`src/rtl/rca_pkg.sv`:
```
// Shared constants for the 32-bit ripple-carry adder and its benches.
package rca_pkg;

  localparam int unsigned WIDTH = 32;

  localparam logic [WIDTH-1:0] SIGNED_MAX = {1'b0, {(WIDTH-1){1'b1}}};
  localparam logic [WIDTH-1:0] SIGNED_MIN = {1'b1, {(WIDTH-1){1'b0}}};

endpackage

```
`src/rtl/ripple_carry_adder_32_if.sv`:
```
// Operand/result bundle for ripple_carry_adder_32.
// With RCA_OVF_STICKY_EN defined, it also carries ovf_clr and ovf_sticky.
interface ripple_carry_adder_32_if #(
  parameter int unsigned WIDTH = rca_pkg::WIDTH
);

  logic             in_valid;
  logic [WIDTH-1:0] a;
  logic [WIDTH-1:0] b;
  logic             cin;
  logic [WIDTH-1:0] sum;
  logic             cout;
  logic             overflow;
  logic             out_valid;

`ifdef RCA_OVF_STICKY_EN
  logic             ovf_clr;
  logic             ovf_sticky;

  modport master (
    output in_valid, a, b, cin, ovf_clr,
    input  sum, cout, overflow, out_valid, ovf_sticky
  );

  modport slave (
    input  in_valid, a, b, cin, ovf_clr,
    output sum, cout, overflow, out_valid, ovf_sticky
  );
`else
  modport master (
    output in_valid, a, b, cin,
    input  sum, cout, overflow, out_valid
  );

  modport slave (
    input  in_valid, a, b, cin,
    output sum, cout, overflow, out_valid
  );
`endif

endinterface

```
`src/rtl/ripple_carry_adder_32_full_adder_cell.sv`:
```
// Single full-adder cell: one bit of the ripple chain.
module full_adder_cell (
  input  logic a,
  input  logic b,
  input  logic ci,
  output logic s,
  output logic co
);

  always_comb begin
    s  = a ^ b ^ ci;
    co = (a & b) | (ci & (a ^ b));
  end

endmodule

```
`src/rtl/ripple_carry_adder_32.sv`:
```
// Signed ripple-carry adder with a registered output stage (1-cycle latency).
// Optional sticky overflow flag is enabled by RCA_OVF_STICKY_EN.
module ripple_carry_adder_32 #(
  parameter int unsigned WIDTH = rca_pkg::WIDTH
) (
  input logic                    clk,
  input logic                    rst_n,
  ripple_carry_adder_32_if.slave bus
);

  import rca_pkg::*;

  logic [WIDTH-1:0] sum_core;
  logic             cout_core;
  logic             ovf_core;

  // Each stage keeps its own carry so the chain is not one self-feeding vector.
  for (genvar i = 0; i < WIDTH; i++) begin : g_cell
    logic ci;
    logic co;

    if (i == 0) begin : g_first
      assign ci = bus.cin;
    end else begin : g_rest
      assign ci = g_cell[i-1].co;
    end

    full_adder_cell u_cell (
      .a  (bus.a[i]),
      .b  (bus.b[i]),
      .ci (ci),
      .s  (sum_core[i]),
      .co (co)
    );
  end

  assign cout_core = g_cell[WIDTH-1].co;
  assign ovf_core  = g_cell[WIDTH-1].co ^ g_cell[WIDTH-1].ci;

  logic [WIDTH-1:0] sum_q, sum_d;
  logic             cout_q, cout_d;
  logic             ovf_q, ovf_d;
  logic             valid_q, valid_d;

  always_comb begin
    sum_d   = sum_q;
    cout_d  = cout_q;
    ovf_d   = ovf_q;
    valid_d = bus.in_valid;
    if (bus.in_valid) begin
      sum_d  = sum_core;
      cout_d = cout_core;
      ovf_d  = ovf_core;
    end
  end

  always_ff @(posedge clk or negedge rst_n) begin
    if (!rst_n) begin
      sum_q   <= '0;
      cout_q  <= 1'b0;
      ovf_q   <= 1'b0;
      valid_q <= 1'b0;
    end else begin
      sum_q   <= sum_d;
      cout_q  <= cout_d;
      ovf_q   <= ovf_d;
      valid_q <= valid_d;
    end
  end

  assign bus.sum       = sum_q;
  assign bus.cout      = cout_q;
  assign bus.overflow  = ovf_q;
  assign bus.out_valid = valid_q;

`ifdef RCA_OVF_STICKY_EN
  logic sticky_q, sticky_d;

  // Set has priority over clear when both land on the same edge.
  always_comb begin
    sticky_d = sticky_q;
    if (bus.ovf_clr) sticky_d = 1'b0;
    if (bus.in_valid && ovf_core) sticky_d = 1'b1;
  end

  always_ff @(posedge clk or negedge rst_n) begin
    if (!rst_n) sticky_q <= 1'b0;
    else        sticky_q <= sticky_d;
  end

  assign bus.ovf_sticky = sticky_q;
`endif

endmodule

```
`src/flat_wrapper.sv`:
```
// flat-port wrapper written by rule: the top's interface ports become plain ports
module ripple_carry_adder_32_flat import rca_pkg::*;
#(
  parameter int unsigned WIDTH = rca_pkg::WIDTH
)
  (clk, rst_n, bus_in_valid, bus_a, bus_b, bus_cin, bus_sum, bus_cout, bus_overflow, bus_out_valid);
  ripple_carry_adder_32_if #(.WIDTH(WIDTH)) bus_i ();
  input logic clk;
  input logic rst_n;
  input wire logic [$bits(bus_i.in_valid)-1:0] bus_in_valid;
  input wire logic [$bits(bus_i.a)-1:0] bus_a;
  input wire logic [$bits(bus_i.b)-1:0] bus_b;
  input wire logic [$bits(bus_i.cin)-1:0] bus_cin;
  output wire logic [$bits(bus_i.sum)-1:0] bus_sum;
  output wire logic [$bits(bus_i.cout)-1:0] bus_cout;
  output wire logic [$bits(bus_i.overflow)-1:0] bus_overflow;
  output wire logic [$bits(bus_i.out_valid)-1:0] bus_out_valid;
  assign bus_i.in_valid = bus_in_valid;
  assign bus_i.a = bus_a;
  assign bus_i.b = bus_b;
  assign bus_i.cin = bus_cin;
  assign bus_sum = bus_i.sum;
  assign bus_cout = bus_i.cout;
  assign bus_overflow = bus_i.overflow;
  assign bus_out_valid = bus_i.out_valid;
  ripple_carry_adder_32 #(.WIDTH(WIDTH)) u_core (.clk(clk), .rst_n(rst_n), .bus(bus_i));
endmodule
```
`config.mk`:
```
export PLATFORM = sky130hd
export DESIGN_NAME = ripple_carry_adder_32_flat
export DESIGN_NICKNAME = d
export VERILOG_FILES = /design/src/rtl/rca_pkg.sv /design/src/rtl/ripple_carry_adder_32_if.sv /design/src/rtl/ripple_carry_adder_32_full_adder_cell.sv /design/src/rtl/ripple_carry_adder_32.sv /design/src/flat_wrapper.sv
export SDC_FILE = /design/constraint.sdc
export NUM_CORES = 1
export LEC_CHECK = 0
export CAP_MARGIN = 5
export CORE_AREA = 2 2 77 79
export CTS_CLUSTER_DIAMETER = 60
export CTS_CLUSTER_SIZE = 40
export DETAILED_ROUTE_END_ITERATION = 8
export DIE_AREA = 0 0 79 81
export MAX_ROUTING_LAYER = met4
export PLACE_DENSITY = 0.77
export SYNTH_ARGS = -nofsm -noshare
export SYNTH_HDL_FRONTEND = slang
export SYNTH_SLANG_ARGS = --single-unit
```
`constraint.sdc`:
```
create_clock -name clk -period 1.5 [get_ports clk]
set_input_delay 0.3 -clock clk [delete_from_list [all_inputs] [get_ports clk]]
set_output_delay 0.3 -clock clk [all_outputs]
set_load 0.02 [all_outputs]
```
==> impl_metrics.env, run 1 <==
export IMPL_run_status="complete, but fails checks"
export IMPL_failed_checks="setup timing"
export IMPL_syn_inst=116
export IMPL_required_time_of_the_critical_path_ns=1.67
export IMPL_finalNetCount=326
export IMPL_grt_use_total_pct=15.5
export IMPL_post_synth_most_frequent_cells="35 x sky130_fd_sc_hd__dfrtp_1, 32 x sky130_fd_sc_hd__fa_1, 25 x sky130_fd_sc_hd__mux2_4"
export IMPL_power_leakage_nw=1.45
export IMPL_place_detailed_hpwl_um=3510
export IMPL_synth_cell_type_count=11
export IMPL_synth_top_cell_by_area="sky130_fd_sc_hd__dfrtp_1"
export IMPL_fp_dieArea_um2=6400
export IMPL_num_rows=28
export IMPL_post_route_clock_period_utilization_pct=777
export IMPL_power_density_nw_per_um2=1020
export IMPL_hold_violations=0
export IMPL_grt_max_degree=38
export IMPL_place_port_buffers=102
export IMPL_min_delay_path_class="input pin to flop"
export IMPL_achievable_frequency_mhz=85.8
export IMPL_drt_pass1_iter_count=2
export IMPL_main_combinational_cell_family_by_area_after_synthesis="adder cells"
export IMPL_fin_skew_ns=0
export IMPL_antenna_found_initial=0
export IMPL_critPathMaxFanout=2
export IMPL_synth_xor_xnor_area_share_pct=0.419
export IMPL_net_switching_power_mw=1.08
export IMPL_final_worst_path_period_need_ns=11.65
export IMPL_drcViolationCount=0
export IMPL_vdd_ir_drop_worst_uv=374
export IMPL_synth_area_mux_share_pct=21.7
export IMPL_avgRoutedWirePerCell_um=14.9
export IMPL_dieHeight_um=81
export IMPL_place_gp_congestion=0.674
export IMPL_yosys_area_share_simple_pct=0.359
export IMPL_layout_setup_ws_ns=-10.15
export IMPL_worstSetupPathType="input pin to flop"
export IMPL_first_global_vias=1484
export IMPL_synth_area_leaders="sky130_fd_sc_hd__dfrtp_1 42%, sky130_fd_sc_hd__fa_1 31%, sky130_fd_sc_hd__mux2_4 18%, sky130_fd_sc_hd__mux2_2 3.2%, sky130_fd_sc_hd__buf_12 1.9%"
export IMPL_grt_overflow_total=0
export IMPL_dr_first_iter_drc_count=17
export IMPL_worst_slew_margin_rel_pct=80.5
export IMPL_power_switching_share_pct=31.8
export IMPL_final_layout_size_suffix_gt1_share_pct=37.2
export IMPL_synth_flop_cell="sky130_fd_sc_hd__dfrtp_1"
export IMPL_number_of_enable_type_register_cells_in_the_synthesized_netlist=0
export IMPL_yosys_area_share_adder_pct=30.7
export IMPL_setup_viol_count_final=32
export IMPL_post_synth_top_count_cell="sky130_fd_sc_hd__dfrtp_1"
export IMPL_route_vias_total=1341
export IMPL_h_tree_depth=2
export IMPL_portion_of_total_power_attributed_to_the_clock_network_pct=19.6
export IMPL_syn_cell_area_um2=2090
export IMPL_cp_end_kind="flop"
export IMPL_worst_path_dominant_cell_family="adder cells"
export IMPL_cpPeakStageDelay_ns=0.38
export IMPL_start_kind="input pin"
export IMPL_rsz0062_at_grt="yes"
export IMPL_cts_sinks=35
export IMPL_share_seq_of_total_power_pct=37.7
export IMPL_areaGrowthSynthToFinish_pct=59.7
export IMPL_p_int_mw=2.32
export IMPL_asyncSetResetFlopFracSynth_pct=100
export IMPL_fp_dieW_um=79
export IMPL_worst_setup_hold_path_clk_slew_ns=0.07
export IMPL_yosysSeqAreaShare_pct=41.9
export IMPL_yosys_warnings=0
export IMPL_synth_fp_nets=216
export IMPL_worst_path_buf_inv=4
export IMPL_maxSlewViolCount=0
export IMPL_detail_route_antenna_nets=0
export IMPL_path_common_cell="sky130_fd_sc_hd__fa_2"
export IMPL_initial_core_util_pct=36.8
export IMPL_synth_top_area_share_pct=41.9
export IMPL_power_frac_comb_pct=42.7
export IMPL_io_pins=103
export IMPL_number_of_antenna_diodes=0
export IMPL_complex_gate_fraction_of_the_synthesized_area_pct=0.479
export IMPL_clk_insertion_delay_late_ns=0.28
export IMPL_tritoncts="done"
export IMPL_critPathArrivalTime_ns=11.82
export IMPL_core_region_area_um2=5680
export IMPL_drt_wl_total_um=4480
export IMPL_whs_ns=0.419
export IMPL_max_cap_violations=0
export IMPL_worst_slew_pin_slew_ns=0.292
export IMPL_wire_length_of_the_first_global_routing_pass_um=7200
export IMPL_via_per_inst=4.46
export IMPL_ys_seq_elements=35
export IMPL_cts_root_buf="sky130_fd_sc_hd__clkbuf_8"
export IMPL_clockBufferDepth=2
export IMPL_dp_slack_ns=-10.84
export IMPL_syn_mean_instance_area_um2=18.0
export IMPL_crit_path_top_delay_cell="sky130_fd_sc_hd__fa_2"
export IMPL_cts_made_buffers=5
[routing by layer]
metal	vias up	global-route usage, %	wire (um)
met4	0	5.34	57
met2	71	24.2	2190
met5	-	-	0
met3	7	4.78	385
li1	593	-	-
met1	670	19.2	1850
[layout by cell type (no fill, tap or decap), types with 2 or more instances in the layout]
cell type and instances:
sky130_fd_sc_hd__clkdlybuf4s50_1 61, sky130_fd_sc_hd__dfrtp_1 35, sky130_fd_sc_hd__buf_12 2, sky130_fd_sc_hd__mux2_4 30
sky130_fd_sc_hd__a21oi_2 2, sky130_fd_sc_hd__dlygate4sd2_1 36, sky130_fd_sc_hd__inv_2 3, sky130_fd_sc_hd__clkbuf_8 6
sky130_fd_sc_hd__nor2_1 2, sky130_fd_sc_hd__fa_2 32, sky130_fd_sc_hd__inv_1 5, sky130_fd_sc_hd__buf_2 4
sky130_fd_sc_hd__buf_4 2
[logic make-up (layout without fill, tap and decap cells)]
logic type                 after synthesis  after routing
DFF                                     35             35
buffers and inverters                   12            122
muxes                                   32             32
AOI/OAI and AO/OA                        2              2
and+or+nand+nor                          2              2
adders and majority gates               32             32
xor gates and xnor gates                 1              1
[power groups by stage]
stage	logic [mW]	clock network, mW	registers, mW
2_1_floorplan	0.509	0	1.58
3_3_place_gp	1.56	0	1.30
3_5_place_dp	1.59	0	1.30
4_1_cts	1.45	0.700	1.28
5_1_grt	1.57	0.746	1.31
6_report	1.45	0.666	1.28
[sequential cells by signal, summed over array words and instances, names as in the netlist]
signal,cells
u_core.bus.out_valid,1
u_core.bus.cout,1
u_core.bus.sum,32
u_core.bus.overflow,1
[final timing paths]
| check | startpoint | end | slack (ns) | depth (start not counted) |
|---|---|---|---|---|
| max | bus_cin | u_core.bus.overflow$_DFFE_PN0P_ | -10.15 | 38 |
| min | bus_in_valid | u_core.bus.out_valid$_DFF_PN0_ | 0.42 | 2 |
| max reg2reg | u_core.bus.sum[11]$_DFFE_PN0P_ | u_core.bus.sum[11]$_DFFE_PN0P_ | 0.73 | 1 |
| min reg2reg | u_core.bus.sum[12]$_DFFE_PN0P_ | u_core.bus.sum[12]$_DFFE_PN0P_ | 0.50 | 1 |
| max in group asynchronous | rst_n | u_core.bus.sum[8]$_DFFE_PN0P_ | 0.61 | 3 |
| min in group asynchronous | rst_n | u_core.bus.sum[10]$_DFFE_PN0P_ | 0.47 | 2 |
[layout make-up]
class / count / area, um^2
fill: 473 / 2340
multi-input combinational: 69 / 1230
timing repair buffer: 107 / 1020
sequential: 35 / 876
tap: 75 / 93.8
clock buffer: 6 / 82.6
inverter: 8 / 30.0
clock inverter: 1 / 5.00
[repair_timing]
item                                    in CTS  in global routing
endpoints found under the setup margin      68                 32
gates resized for setup                     54                  4
hold buffers                                 1                  0
setup buffers                                1                  0
hold endpoints to repair                    11                  0
pin swaps                                    1                  1
[through the flow]
step	total power, mW	instances	TNS (ns)	utilization [%]	cell area, um^2
after CTS	3.44	301	-176.67	58.5	3320
after global placement	2.86	292	-196.44	57.4	3260
after global routing	3.63	301	-179.73	58.8	3340
after floorplan	2.08	116	-176.31	-	2170
final	3.40	301	-176.19	58.8	3340
after detailed placement	2.89	292	-199.17	57.4	3260
Note: power is estimated with default switching activity, not from simulation.
==> run 2: changes to the inputs <==
CTS_CLUSTER_SIZE = unset   (was 40)
SKIP_CTS_REPAIR_TIMING = 1   (was unset)
==> impl_metrics.env, run 2 (synthesis results as in run 1) <==
export IMPL_final_core_utilization_pct=61.2
export IMPL_tritoncts="done"
export IMPL_setup_viol_count_final=32
export IMPL_number_of_antenna_diodes=0
export IMPL_fp_dieW_um=79
export IMPL_worst_setup_hold_path_clk_slew_ns=0.07
export IMPL_power_density_nw_per_um2=1010
export IMPL_io_pins=103
export IMPL_critPathMaxFanout=2
export IMPL_final_worst_path_period_need_ns=11.67
export IMPL_drt_wl_total_um=4530
export IMPL_worstSetupPathType="input pin to flop"
export IMPL_cts_made_buffers=5
export IMPL_cts_sinks=35
export IMPL_worst_path_dominant_cell_family="adder cells"
export IMPL_via_per_inst=4.43
export IMPL_whs_ns=0.407
export IMPL_timing_hold_worst_endpoint="u_core.bus.out_valid$_DFF_PN0_"
export IMPL_clk_insertion_delay_late_ns=0.28
export IMPL_final_common_cell="sky130_fd_sc_hd__clkdlybuf4s50_1"
export IMPL_place_detailed_hpwl_um=3510
export IMPL_initial_core_util_pct=36.8
export IMPL_vdd_ir_drop_worst_uv=377
export IMPL_layout_setup_ws_ns=-10.17
export IMPL_hold_violations=0
export IMPL_worst_path_buf_inv=4
export IMPL_final_layout_size_suffix_gt1_share_pct=37.2
export IMPL_avgRoutedWirePerCell_um=15.0
export IMPL_critPathArrivalTime_ns=11.84
export IMPL_cpPeakStageDelay_ns=0.38
export IMPL_worst_slew_pin_slew_ns=0.292
export IMPL_post_route_clock_period_utilization_pct=778
export IMPL_hold_path_cell_count=2
export IMPL_h_tree_depth=2
export IMPL_maxSlewViolCount=0
export IMPL_fp_dieArea_um2=6400
export IMPL_grt_overflow_total=0
export IMPL_cts_root_buf="sky130_fd_sc_hd__clkbuf_8"
export IMPL_areaGrowthSynthToFinish_pct=66.2
export IMPL_place_port_buffers=102
export IMPL_failed_checks="setup timing"
export IMPL_dieHeight_um=81
export IMPL_worst_slew_margin_rel_pct=80.5
export IMPL_dp_slack_ns=-10.84
export IMPL_place_gp_congestion=0.674
export IMPL_first_global_vias=1471
export IMPL_cp_startpoint="bus_cin"
export IMPL_run_status="complete, but fails checks"
export IMPL_largest_register_ff_count=32
export IMPL_clockBufferDepth=2
export IMPL_hold_start="bus_in_valid"
export IMPL_drt_pass1_iter_count=3
export IMPL_crit_path_top_delay_cell="sky130_fd_sc_hd__fa_2"
export IMPL_achievable_frequency_mhz=85.7
export IMPL_rr_endpoint="u_core.bus.sum[11]$_DFFE_PN0P_"
export IMPL_postLayoutCellArea_um2=3470
export IMPL_wire_length_of_the_first_global_routing_pass_um=7110
export IMPL_core_region_area_um2=5680
export IMPL_start_kind="input pin"
export IMPL_worst_r2r_path_depth=1
export IMPL_antenna_found_initial=0
export IMPL_drcViolationCount=0
export IMPL_num_rows=28
export IMPL_final_cells=301
export IMPL_dr_first_iter_drc_count=17
export IMPL_critical_path_reg2reg_startpoint="u_core.bus.sum[11]$_DFFE_PN0P_"
export IMPL_finalNetCount=326
export IMPL_power_leakage_nw=1.73
export IMPL_path_common_cell="sky130_fd_sc_hd__fa_2"
export IMPL_timing_reg2reg_setup_slack_ns=0.73
export IMPL_min_delay_path_class="input pin to flop"
export IMPL_detail_route_antenna_nets=0
export IMPL_required_time_of_the_critical_path_ns=1.67
export IMPL_grt_use_total_pct=15.2
export IMPL_fin_skew_ns=0
export IMPL_final_cell_mix="61 x sky130_fd_sc_hd__clkdlybuf4s50_1, 36 x sky130_fd_sc_hd__dlymetal6s2s_1, 35 x sky130_fd_sc_hd__dfrtp_1"
export IMPL_cp_end_kind="flop"
export IMPL_rsz0062_at_grt="yes"
export IMPL_placedCellCount=292
export IMPL_postPlaceCellArea_um2=3260
export IMPL_route_vias_total=1333
export IMPL_max_cap_violations=0
export IMPL_grt_max_degree=38
==> run 2: cell count changes in the layout (fill, tap and decap cells not counted), sizes merged <==
cell	before	now
clkbuf	6	8
dlymetal6s2s	0	36
buf	9	7
dlygate4sd2	36	0
==> run 2: final cells by class <==
| type | instances | area, um^2 |
|---|---|---|
| fill | 439 | 2200 |
| clock inverter | 1 | 5.00 |
| sequential | 35 | 876 |
| clock buffer | 6 | 82.6 |
| timing repair buffer | 107 | 1160 |
| inverter | 8 | 30.0 |
| multi-input combinational | 69 | 1230 |
| tap | 75 | 93.8 |
==> run 2: metrics by stage <==
stage	setup TNS [ns]	power, mW
finish	-176.68	3.52
global route	-180.70	3.75
CTS	-191.51	3.59
detailed placement	-199.17	2.89
global placement	-196.44	2.86
floorplan	-176.31	2.08
==> run 2: layer usage <==
layer  part of all wire, %  track usage [%]  wire (um)  vias up
li1                      -                -          -      593
met1                    41             19.0       1870      662
met2                    48             23.6       2160       71
met3                   9.7             4.78        439        7
met4                   1.4             5.34         63        0
met5                     0                -          0        -
==> run 2: how the worst max path moves through the flow <==
stage	endpoint	slack, ns	cells after the start
2_1_floorplan	u_core.bus.overflow$_DFFE_PN0P_	-9.97	37
3_3_place_gp	u_core.bus.overflow$_DFFE_PN0P_	-10.71	38
3_5_place_dp	u_core.bus.overflow$_DFFE_PN0P_	-10.84	38
4_1_cts	u_core.bus.sum[31]$_DFFE_PN0P_	-10.58	37
5_1_grt	u_core.bus.overflow$_DFFE_PN0P_	-10.44	38
6_report	u_core.bus.overflow$_DFFE_PN0P_	-10.17	38
==> run 2: power breakdown <==
part	switching [mW]	leakage, nW	internal (mW)
Combinational	0.658	1.28	0.909
Clock	0.310	0.0470	0.360
Sequential	0.115	0.408	1.17
Total	1.08	1.73	2.44
